<file path="src/rtl/temp_avg_from_fifo.sv">
// rtl/temp_avg_from_fifo.sv - pops temperature bytes from the sync FIFO and emits the truncated mean of each group
module temp_avg_from_fifo #(
  parameter int DATA_W    = 8,
  parameter int LOG2_N    = 2,
  parameter int N_SAMPLES = 4
) (
  input  logic              clk_50,
  input  logic              reset,
  input  logic [DATA_W-1:0] fifo_data,
  input  logic              fifo_empty,
  output logic              rd_fifo,
  output logic [DATA_W-1:0] avg_out,
  output logic              avg_valid,
  output logic [LOG2_N-1:0] sample_cnt,
  output logic              busy
);

  // Accumulator is wide enough for N_SAMPLES full-scale bytes, so it never overflows.
  localparam int ACC_W = DATA_W + LOG2_N;
  localparam logic [LOG2_N-1:0] CNT_LAST = LOG2_N'(N_SAMPLES - 1);

  typedef enum logic [1:0] {
    IDLE  = 2'd0,
    READ  = 2'd1,
    LATCH = 2'd2,
    DONE  = 2'd3
  } state_t;

  state_t           state;
  state_t           state_nxt;
  logic [ACC_W-1:0] acc;
  logic [ACC_W-1:0] sum;
  logic             last_sample;

  // Running sum including the word that arrives in LATCH.
  assign sum         = acc + ACC_W'(fifo_data);
  assign last_sample = (sample_cnt == CNT_LAST);

  // State register; reset abandons any read or group in flight.
  always_ff @(posedge clk_50 or posedge reset) begin
    if (reset) begin
      state <= IDLE;
    end else begin
      state <= state_nxt;
    end
  end

  // Next-state logic: one pop per pass, only ever launched from IDLE on a non-empty FIFO.
  always_comb begin
    state_nxt = state;
    case (state)
      IDLE:    if (!fifo_empty) state_nxt = READ;
      READ:    state_nxt = LATCH;
      LATCH:   state_nxt = last_sample ? DONE : IDLE;
      DONE:    state_nxt = IDLE;
      default: state_nxt = IDLE;
    endcase
  end

  // Moore outputs decoded from the registered state.
  always_comb begin
    rd_fifo   = (state == READ);
    avg_valid = (state == DONE);
    busy      = (state != IDLE) || (sample_cnt != '0);
  end

  // Datapath: accumulate in LATCH, publish the mean and clear on the last sample of a group.
  always_ff @(posedge clk_50 or posedge reset) begin
    if (reset) begin
      acc        <= '0;
      sample_cnt <= '0;
      avg_out    <= '0;
    end else if (state == LATCH) begin
      if (last_sample) begin
        avg_out    <= sum[ACC_W-1:LOG2_N];
        acc        <= '0;
        sample_cnt <= '0;
      end else begin
        acc        <= sum;
        sample_cnt <= sample_cnt + 1'b1;
      end
    end
  end

endmodule
</file>
<file path="config.mk">
export PLATFORM = sky130hd
export DESIGN_NAME = temp_avg_from_fifo
export DESIGN_NICKNAME = d
export VERILOG_FILES = /design/src/rtl/temp_avg_from_fifo.sv
export SDC_FILE = /design/constraint.sdc
export NUM_CORES = 1
export LEC_CHECK = 0
export BUFFER_PORTS_ARGS = -buffer_cell sky130_fd_sc_hd__buf_2
export CORE_MARGIN = 2
export CORE_UTILIZATION = 54
export CTS_CLUSTER_SIZE = 14
export DETAILED_ROUTE_END_ITERATION = 10
export PLACE_DENSITY = 0.88
export REMOVE_ABC_BUFFERS = 1
export SLEW_MARGIN = 20
export SYNTH_ARGS = -nofsm -noshare
export SYNTH_HDL_FRONTEND = slang
export SYNTH_SLANG_ARGS = --single-unit
</file>
<file path="constraint.sdc">
create_clock -name clk_50 -period 2.2 [get_ports clk_50]
set_input_delay 0.44 -clock clk_50 [delete_from_list [all_inputs] [get_ports clk_50]]
set_output_delay 0.44 -clock clk_50 [all_outputs]
set_load 0.02 [all_outputs]
</file>
==> results of run 1 <==
[cells in the final DEF (no fill, tap or decap), types with 2 or more instances in the layout]
cell and n:
sky130_fd_sc_hd__a21o_1 2, sky130_fd_sc_hd__a21oi_1 4, sky130_fd_sc_hd__a22o_1 5, sky130_fd_sc_hd__a31oi_1 3, sky130_fd_sc_hd__buf_2 23, sky130_fd_sc_hd__buf_4 2
sky130_fd_sc_hd__clkbuf_4 3, sky130_fd_sc_hd__dfrtp_1 22, sky130_fd_sc_hd__ha_1 10, sky130_fd_sc_hd__inv_1 9, sky130_fd_sc_hd__mux2_1 2, sky130_fd_sc_hd__mux2_2 4
sky130_fd_sc_hd__nand2_1 10, sky130_fd_sc_hd__nand2b_1 2, sky130_fd_sc_hd__nand3b_1 2, sky130_fd_sc_hd__nor2_1 5, sky130_fd_sc_hd__o211ai_1 2, sky130_fd_sc_hd__o21ai_0 5
sky130_fd_sc_hd__xnor2_1 3, sky130_fd_sc_hd__xor2_1 3
[cells by family (layout without fill, tap and decap cells)]
logic type | Yosys count | in the layout | share of synthesized area
flip-flops | 22 | 22 | 0.432
XOR/XNOR | 6 | 6 | 0.0412
adder cells (fa/ha/maj) | 11 | 11 | 0.114
buffers and inverters | 11 | 38 | 0.0334
multiplexers | 7 | 7 | 0.0608
AO/OA/AOI/OAI | 33 | 33 | 0.193
AND/OR/NAND/NOR | 29 | 29 | 0.126
[registers in the layout (all words and copies together) (netlist names)]
name	flops
acc	10
avg_out	8
sample_cnt	2
state	2
[routing by layer]
layer,vias up,part of all wire
li1,482,-
met1,495,0.43
met2,23,0.52
met3,6,0.036
met4,0,0.018
met5,-,0
[per-stage QoR]
stage                     std cells  cell area, sq um  total power, mW  utilization  setup slack (ns)
after floorplan                 117              1270             1.63            -             0.193
after global placement          170              1430             1.90        0.647            0.0866
after detailed placement        170              1430             1.97        0.647           -0.0506
after CTS                       174              1470             2.20        0.663             0.116
after global routing            174              1470             2.38        0.663            0.0113
final                           174              1470             2.20        0.663             0.103
[power breakdown]
group          internal [mW]  switching, mW  total, mW
sequential             0.596          0.123      0.719
clock                  0.101          0.131      0.233
combinational          0.532          0.712       1.24
[layout make-up]
type | instances | share of cell area
Multi-Input combinational cell | 86 | 0.465
Sequential cell | 22 | 0.375
Timing Repair Buffer | 25 | 0.0887
Clock buffer | 4 | 0.0247
Tap cell | 28 | 0.0239
Inverter | 9 | 0.0230
[final timing paths]
path | to | slack, ns | depth (start not counted)
setup / recovery | avg_out[6] | 0.10 | 8
hold / removal | state[0] | 0.26 | 2
setup reg to reg | avg_out[6] | 0.10 | 8
hold reg to reg | state[0] | 0.48 | 1
max in group asynchronous | avg_out[1] | 1.44 | 2
min in group clk_50 | state[0] | 0.40 | 4
[worst max-delay path: stages, from the launching register on]
cell                       delay [ns]
sky130_fd_sc_hd__dfrtp_1         0.37
sky130_fd_sc_hd__ha_1            0.18
sky130_fd_sc_hd__inv_1           0.06
sky130_fd_sc_hd__fa_1            0.44
sky130_fd_sc_hd__nor2b_4         0.15
sky130_fd_sc_hd__o211ai_2        0.09
sky130_fd_sc_hd__a31oi_1         0.34
sky130_fd_sc_hd__mux2i_1         0.24
sky130_fd_sc_hd__o311ai_1        0.11
==> results.yml, run 1 <==
run_status:
  run_status: "complete, no violations"
worst_setup_path:
  critPathKind: "reg -> reg"
  r2r-start: "acc[0]"
  worst_ep_required_time_ns: 2.40
  startpoint_type: "register"
  critical_path.startpoint: "acc[0]"
  cp-end-kind: "register"
  timing.critical_path.fanout_max: 3
  critical_path_arrival_ns: 2.29
route:
  postRouteAntennaNets: 0
  routed_wire_length_per_instance_um: 14.9
  postRouteWirelength_um: 2580
  dr_total_vias: 1006
  drcViolationCount: 0
  detailedRoute.firstPassIterationCount: 4
  vias_per_cell: 5.78
  drtIter0Drc: 15
synth:
  ys_seq_area_frac: 0.432
  count_of_flip_flops_with_a_built_in_enable_after_synthesis: 0
  ys_ff_latch: 22
  synth_area_leaders: "sky130_fd_sc_hd__dfrtp_1, sky130_fd_sc_hd__ha_1, sky130_fd_sc_hd__mux2_2"
  cell_with_the_most_instances_after_synthesis: "sky130_fd_sc_hd__dfrtp_1"
  dominantRegCellSynth: "sky130_fd_sc_hd__dfrtp_1"
  syn_area_sq_um: 1270
  post_synth_num_cell_types: 43
  synth.yosys.warnings: 0
  synthDominantCellAreaShare: 0.432
  synth_top_area_cell: "sky130_fd_sc_hd__dfrtp_1"
  async_set_or_reset_register_ratio_after_synthesis: 1.00
  avgSynthCellArea_sq_um: 10.7
  netlist_instances: 119
  post_synth_most_frequent_cells: "sky130_fd_sc_hd__dfrtp_1, sky130_fd_sc_hd__ha_1, sky130_fd_sc_hd__nand2_1"
placement:
  place.port_buffers: 23
  place.gp.congestion: 0.871
  place.detailed.hpwl_um: 1930
sta:
  number_of_hold_violations_in_the_final_report: 0
  drv_slew: 0
  hold_slack_ns: 0.258
  finalClockSkew_ns: 0.00444
  unrepaired_setup_endpoints_after_global_routing: "false"
  maxSlewHeadroom: 0.455
  timing.setup.tns_ns: 0
  achievable-frequency_ghz: 0.477
  worst-slew-pin-transition_ns: 0.817
  min_period_over_period: 0.953
  finalSetupViolCount: 0
  fin_crit_ns: 2.10
cts:
  clock_insertion_delay_worst_skew_ns: 0.32
  buffer_cell_driving_the_clock_tree_root: "sky130_fd_sc_hd__clkbuf_4"
  postCtsSetupBuffers: 0
  total_cts_buffers: 3
  clock_path_buffers: 2
  clock_tree.htree_level_count: 1
  cts_tree: "yes"
  cts.reportedPaths.clkPinSlew_ns: 0.13
  cts_hold_buffers: 0
  cts.sink_count: 22
  post_cts_resize_count: 0
global_routing:
  pin_count_of_the_biggest_net_entering_global_routing: 23
  grt_antenna_before_repair: 0
  grt_use_met2: 0.388
  grt_busiest_layer: "met2"
  first_global_vias: 1007
  grt_first_pass_wirelength_um: 4630
  grt_remaining_overflow: 0
  grtUsageMet3: 0.0343
  track_usage: 0.229
  grt_use_met1: 0.295
final_layout:
  final_nets: 169
  num_antenna_cells: 0
  combined_area_of_the_multi_input_logic_cells_sq_um: 682
  register_area_sq_um: 551
  layout-area-overhead-vs-synth_pct: 15.1
  n_fill_cell: 177
  layout-drive-gt1-share: 0.267
floorplan:
  std_cell_rows: 17
  die-width_um: 52.6
  die_area_sq_um: 2770
  effective_utilization_at_floorplan: 0.576
  die_h_um: 52.6
  top_level_ports: 24
  fp.coreArea_sq_um: 2210
power:
  power_density_nw_per_um2: 1500
  cellLeakagePower_nw: 0.721
  ir_worst_vdd_v: 0.000901
flow_run:
  cap_viol_max_count: 0
hold_path:
  hold_path.class: "in -> async"
Power figures use the tool's default switching activity.
==> inputs of run 2 (changes only) <==
Settings changed: BUFFER_PORTS_ARGS -buffer_cell sky130_fd_sc_hd__buf_2 to -buffer_cell sky130_fd_sc_hd__clkbuf_2.
==> results.yml, run 2 (synthesis results as in run 1) <==
final_layout:
  reg_top3: "acc: 10 flops, avg_out: 8 flops"
  most_common_cell_after_layout_fill_and_taps_aside: "sky130_fd_sc_hd__clkbuf_2"
  largest_register: "acc"
  finalInstanceArea_sq_um: 1470
  post-route-util: 0.663
  layout-area-overhead-vs-synth_pct: 15.1
  largest_register_ffs: 10
  layout-drive-gt1-share: 0.267
  final_nets: 169
  n_fill_cell: 194
  num_antenna_cells: 0
  layout_common_cells: "sky130_fd_sc_hd__clkbuf_2, sky130_fd_sc_hd__dfrtp_1, sky130_fd_sc_hd__nand2_1, sky130_fd_sc_hd__ha_1, sky130_fd_sc_hd__inv_1"
sta:
  finalSetupViolCount: 0
  min_period_over_period: 0.945
  worst-slew-pin-transition_ns: 0.819
  drv_slew: 0
  maxSlewHeadroom: 0.454
  unrepaired_setup_endpoints_after_global_routing: "false"
  number_of_hold_violations_in_the_final_report: 0
  achievable-frequency_ghz: 0.481
  fin_crit_ns: 2.08
  finalClockSkew_ns: 0.00572
global_routing:
  grt_antenna_before_repair: 0
  track_usage: 0.218
  grt_first_pass_wirelength_um: 4300
  grt_remaining_overflow: 0
  first_global_vias: 930
  pin_count_of_the_biggest_net_entering_global_routing: 23
floorplan:
  effective_utilization_at_floorplan: 0.576
  top_level_ports: 24
  die-width_um: 52.6
  fp.coreArea_sq_um: 2210
  die_h_um: 52.6
  std_cell_rows: 17
  die_area_sq_um: 2770
route:
  detailedRoute.firstPassIterationCount: 4
  routed_wire_length_per_instance_um: 14.3
  dr_total_vias: 987
  dr_wl_met3_um: 106
  postRouteAntennaNets: 0
  highest_layer: "met4"
  drt-met1-wl_um: 1070
  postRouteWirelength_um: 2490
  route.met2.wl_um: 1290
  drcViolationCount: 0
  drtIter0Drc: 23
  vias_per_cell: 5.67
cts:
  cts.reportedPaths.clkPinSlew_ns: 0.12
  clock_insertion_delay_worst_skew_ns: 0.32
  postCtsSetupBuffers: 0
  total_cts_buffers: 3
  cts_hold_buffers: 0
  cts.sink_count: 22
  cts_tree: "yes"
  clock_tree.htree_level_count: 1
  post_cts_resize_count: 0
  buffer_cell_driving_the_clock_tree_root: "sky130_fd_sc_hd__clkbuf_4"
  clock_path_buffers: 2
placement:
  place.gp.congestion: 0.870
  placement.cell_area_sq_um: 1430
  place.port_buffers: 23
  place.detailed.hpwl_um: 1920
power:
  ir_worst_vdd_v: 0.00101
  cellLeakagePower_nw: 0.725
  total_power_mw: 2.18
  power_density_nw_per_um2: 1490
worst_setup_path:
  critPathKind: "reg -> reg"
  regToRegSetupSlack_ns: 0.12
  startpoint_type: "register"
  r2r-start: "acc[0]"
  timing.critical_path.fanout_max: 3
  critical_path.reg2reg.endpoint: "avg_out[6]"
  cp-end-kind: "register"
  critical_path_arrival_ns: 2.27
  timing.reg2reg.worst_path_depth: 8
  worst_ep_required_time_ns: 2.39
run_status:
  run_status: "complete, no violations"
flow_run:
  cap_viol_max_count: 0
hold_path:
  hold_path.class: "in -> async"
[run 2: cell count changes in the layout (fill, tap and decap cells not counted)]
cell	previous run	this run
sky130_fd_sc_hd__clkbuf_2	0	23
sky130_fd_sc_hd__buf_2	23	0
[run 2: report_power, final]
part / internal, mW / switching [mW]
combinational: 0.525 / 0.704
clock: 0.101 / 0.127
sequential: 0.596 / 0.128
[run 2: routing by layer]
metal | up-vias | global-route usage
met2 | 27 | 0.365
li1 | 483 | -
met1 | 474 | 0.273
met5 | - | 0
met3 | 3 | 0.0286
met4 | 0 | 0.111
[run 2: through the flow]
step / hold slack (ns) / TNS (ns) / instances / setup slack [ns]
floorplan: 0.429 / 0 / 117 / 0.193
global placement: 0.451 / 0 / 170 / 0.0853
detailed placement: 0.461 / -0.00915 / 170 / -0.00915
CTS: 0.275 / 0 / 174 / 0.140
global route: 0.318 / 0 / 174 / 0.0158
finish: 0.239 / 0 / 174 / 0.120
[run 2: worst max path at each step]
stage,startpoint,to,slack [ns],cells past startpoint
4_1_cts,acc[0],avg_out[6],0.14,8
3_3_place_gp,fifo_data[0],avg_out[6],0.09,9
5_1_grt,acc[0],avg_out[6],0.02,8
2_1_floorplan,fifo_data[0],avg_out[6],0.19,8
3_5_place_dp,fifo_data[0],avg_out[6],-0.009,9
6_report,acc[0],avg_out[6],0.12,8
[run 2: critical path: stages (launching register included)]
cell and delay, ns:
sky130_fd_sc_hd__dfrtp_1 0.37, sky130_fd_sc_hd__ha_1 0.16, sky130_fd_sc_hd__inv_1 0.06, sky130_fd_sc_hd__fa_1 0.44, sky130_fd_sc_hd__nor2b_4 0.15, sky130_fd_sc_hd__o211ai_2 0.09
sky130_fd_sc_hd__a31oi_1 0.33, sky130_fd_sc_hd__mux2i_1 0.24, sky130_fd_sc_hd__o311ai_1 0.11
[run 2: area by class of cell]
class	count	area, sq um	area share
Clock buffer	4	36.3	0.0247
Inverter	9	33.8	0.0230
Multi-Input combinational cell	86	682	0.465
Sequential cell	22	551	0.375
Tap cell	28	35.0	0.0239
Timing Repair Buffer	25	130	0.0887
==> inputs of run 3 (changes only) <==
Settings changed: CORE_UTILIZATION 54 to 40, PLACE_DENSITY 0.88 to 0.71.
==> results.yml, run 3 (synthesis results as in run 1) <==
run_status:
  run_status: "complete, no violations"
cts:
  cts_hold_buffers: 0
  clock_tree.htree_level_count: 1
  buffer_cell_driving_the_clock_tree_root: "sky130_fd_sc_hd__clkbuf_4"
  total_cts_buffers: 3
  cts.reportedPaths.clkPinSlew_ns: 0.11
  clock_path_buffers: 2
  cts_tree: "yes"
  postCtsSetupBuffers: 0
  post_cts_resize_count: 0
  cts.sink_count: 22
  clock_insertion_delay_worst_skew_ns: 0.31
power:
  ir_worst_vdd_v: 0.000365
  total_power_mw: 2.13
  netSwitchingFraction: 0.444
  cellLeakagePower_nw: 0.722
  cell_internal_pwr_mw: 1.18
  power_density_nw_per_um2: 1440
  power.sequential.fraction: 0.339
  p_comb_frac: 0.575
  portion_of_total_power_attributed_to_the_clock_network: 0.086
  power_switching_mw: 0.945
route:
  vias_per_cell: 5.16
  dr_total_vias: 980
  postRouteAntennaNets: 0
  postRouteWirelength_um: 2500
  drcViolationCount: 0
  drtIter0Drc: 26
  routed_wire_length_per_instance_um: 13.1
  detailedRoute.firstPassIterationCount: 4
sta:
  unrepaired_setup_endpoints_after_global_routing: "false"
  achievable-frequency_ghz: 0.493
  drv_slew: 0
  hold_slack_ns: 0.124
  min_period_over_period: 0.922
  maxSlewHeadroom: 0.621
  finalClockSkew_ns: 0.000752
  fin_crit_ns: 2.03
  number_of_hold_violations_in_the_final_report: 0
  worst-slew-pin-transition_ns: 0.566
  finalSetupViolCount: 0
  timing.final.ws_setup_ns: 0.172
floorplan:
  std_cell_rows: 20
  fp.coreArea_sq_um: 3050
  die_area_sq_um: 3650
  top_level_ports: 24
  effective_utilization_at_floorplan: 0.418
  die-width_um: 60.5
  die_h_um: 60.5
final_layout:
  final_nets: 170
  layout_common_cells: "sky130_fd_sc_hd__clkbuf_2, sky130_fd_sc_hd__dfrtp_1, sky130_fd_sc_hd__nand2_1, sky130_fd_sc_hd__ha_1, sky130_fd_sc_hd__inv_1"
  reg_top3: "acc: 10 flops, avg_out: 8 flops"
  largest_register: "acc"
  post-route-util: 0.485
  most_common_cell_after_layout_fill_and_taps_aside: "sky130_fd_sc_hd__clkbuf_2"
  non_filler_instance_count_after_layout: 190
  layout-area-overhead-vs-synth_pct: 16.2
  largest_register_ffs: 10
  layout-drive-gt1-share: 0.267
  n_fill_cell: 307
  num_antenna_cells: 0
global_routing:
  grt_antenna_before_repair: 0
  first_global_vias: 980
  grt_first_pass_wirelength_um: 4220
  grt_remaining_overflow: 0
  pin_count_of_the_biggest_net_entering_global_routing: 23
  track_usage: 0.154
worst_setup_path:
  worst_ep_required_time_ns: 2.38
  cp-end-kind: "register"
  timing.reg2reg.worst_path_depth: 8
  critPathKind: "reg -> reg"
  slowest_stage_delay_on_critical_path_ns: 0.43
  critical_path.reg2reg.endpoint: "avg_out[6]"
  regToRegSetupSlack_ns: 0.17
  number_of_buffer_and_inverter_stages_on_the_critical_path: 1
  critical_path_top_delay_cell: "sky130_fd_sc_hd__fa_1"
  startpoint_type: "register"
  critical_path_arrival_ns: 2.21
  worst_path_dominant_cell_family: "adder cells"
  timing.critical_path.fanout_max: 3
  crit_chain: "ha_1, inv_1, fa_1, nor2b_4, o211ai_2, a31oi_1, mux2i_1, o311ai_1"
  r2r-start: "acc[0]"
  critical_path_depth: 8
flow_run:
  cap_viol_max_count: 0
placement:
  numPlacedInstances: 187
  place.gp.congestion: 0.759
  place.port_buffers: 23
  dp_worst_setup_slack_ns: -0.00588
hold_path:
  hold_path.class: "in -> async"
-- run 3: cell types whose count changed in the layout (fill, tap and decap cells not counted), sizes merged --
cell and change:
buf +1, clkbuf -1
-- run 3: how the worst max path moves through the flow --
stage,from,to
finish,acc[0],avg_out[6]
global route,acc[0],avg_out[6]
CTS,acc[0],avg_out[6]
detailed placement,fifo_data[0],avg_out[6]
global placement,fifo_data[0],avg_out[6]
floorplan,fifo_data[0],avg_out[6]
-- run 3: cell type report --
type	instances	area, sq um	share of cell area
inverter	9	33.8	0.0228
timing repair buffer	26	138	0.0929
sequential	22	551	0.372
tap	44	55.1	0.0372
multi-input combinational	86	682	0.460
clock buffer	3	22.5	0.0152
-- run 3: routing by layer --
metal	up-vias	global-route usage	routed length, um
met5	-	0	0
met2	13	0.270	1250
met4	0	0.0745	55
met1	474	0.191	1150
li1	488	-	-
met3	5	0.0128	41
-- run 3: power groups by stage --
stage	clock, mW	combinational, mW	sequential (mW)
CTS	0.189	1.23	0.724
finish	0.182	1.22	0.722
global route	0.207	1.36	0.749
floorplan	0	0.804	0.825
detailed placement	0	1.23	0.734
global placement	0	1.20	0.721
-- run 3: worst min-delay path: stages --
cell and delay [ns]:
sky130_fd_sc_hd__clkbuf_2 0.08, sky130_fd_sc_hd__inv_1 0.04, sky130_fd_sc_hd__buf_4 0.28
-- run 3: stage by stage --
stage,area (sq um),setup TNS (ns)
2_1_floorplan,1270,0
3_3_place_gp,1460,0
3_5_place_dp,1460,-0.00588
4_1_cts,1480,0
5_1_grt,1480,0
6_report,1480,0
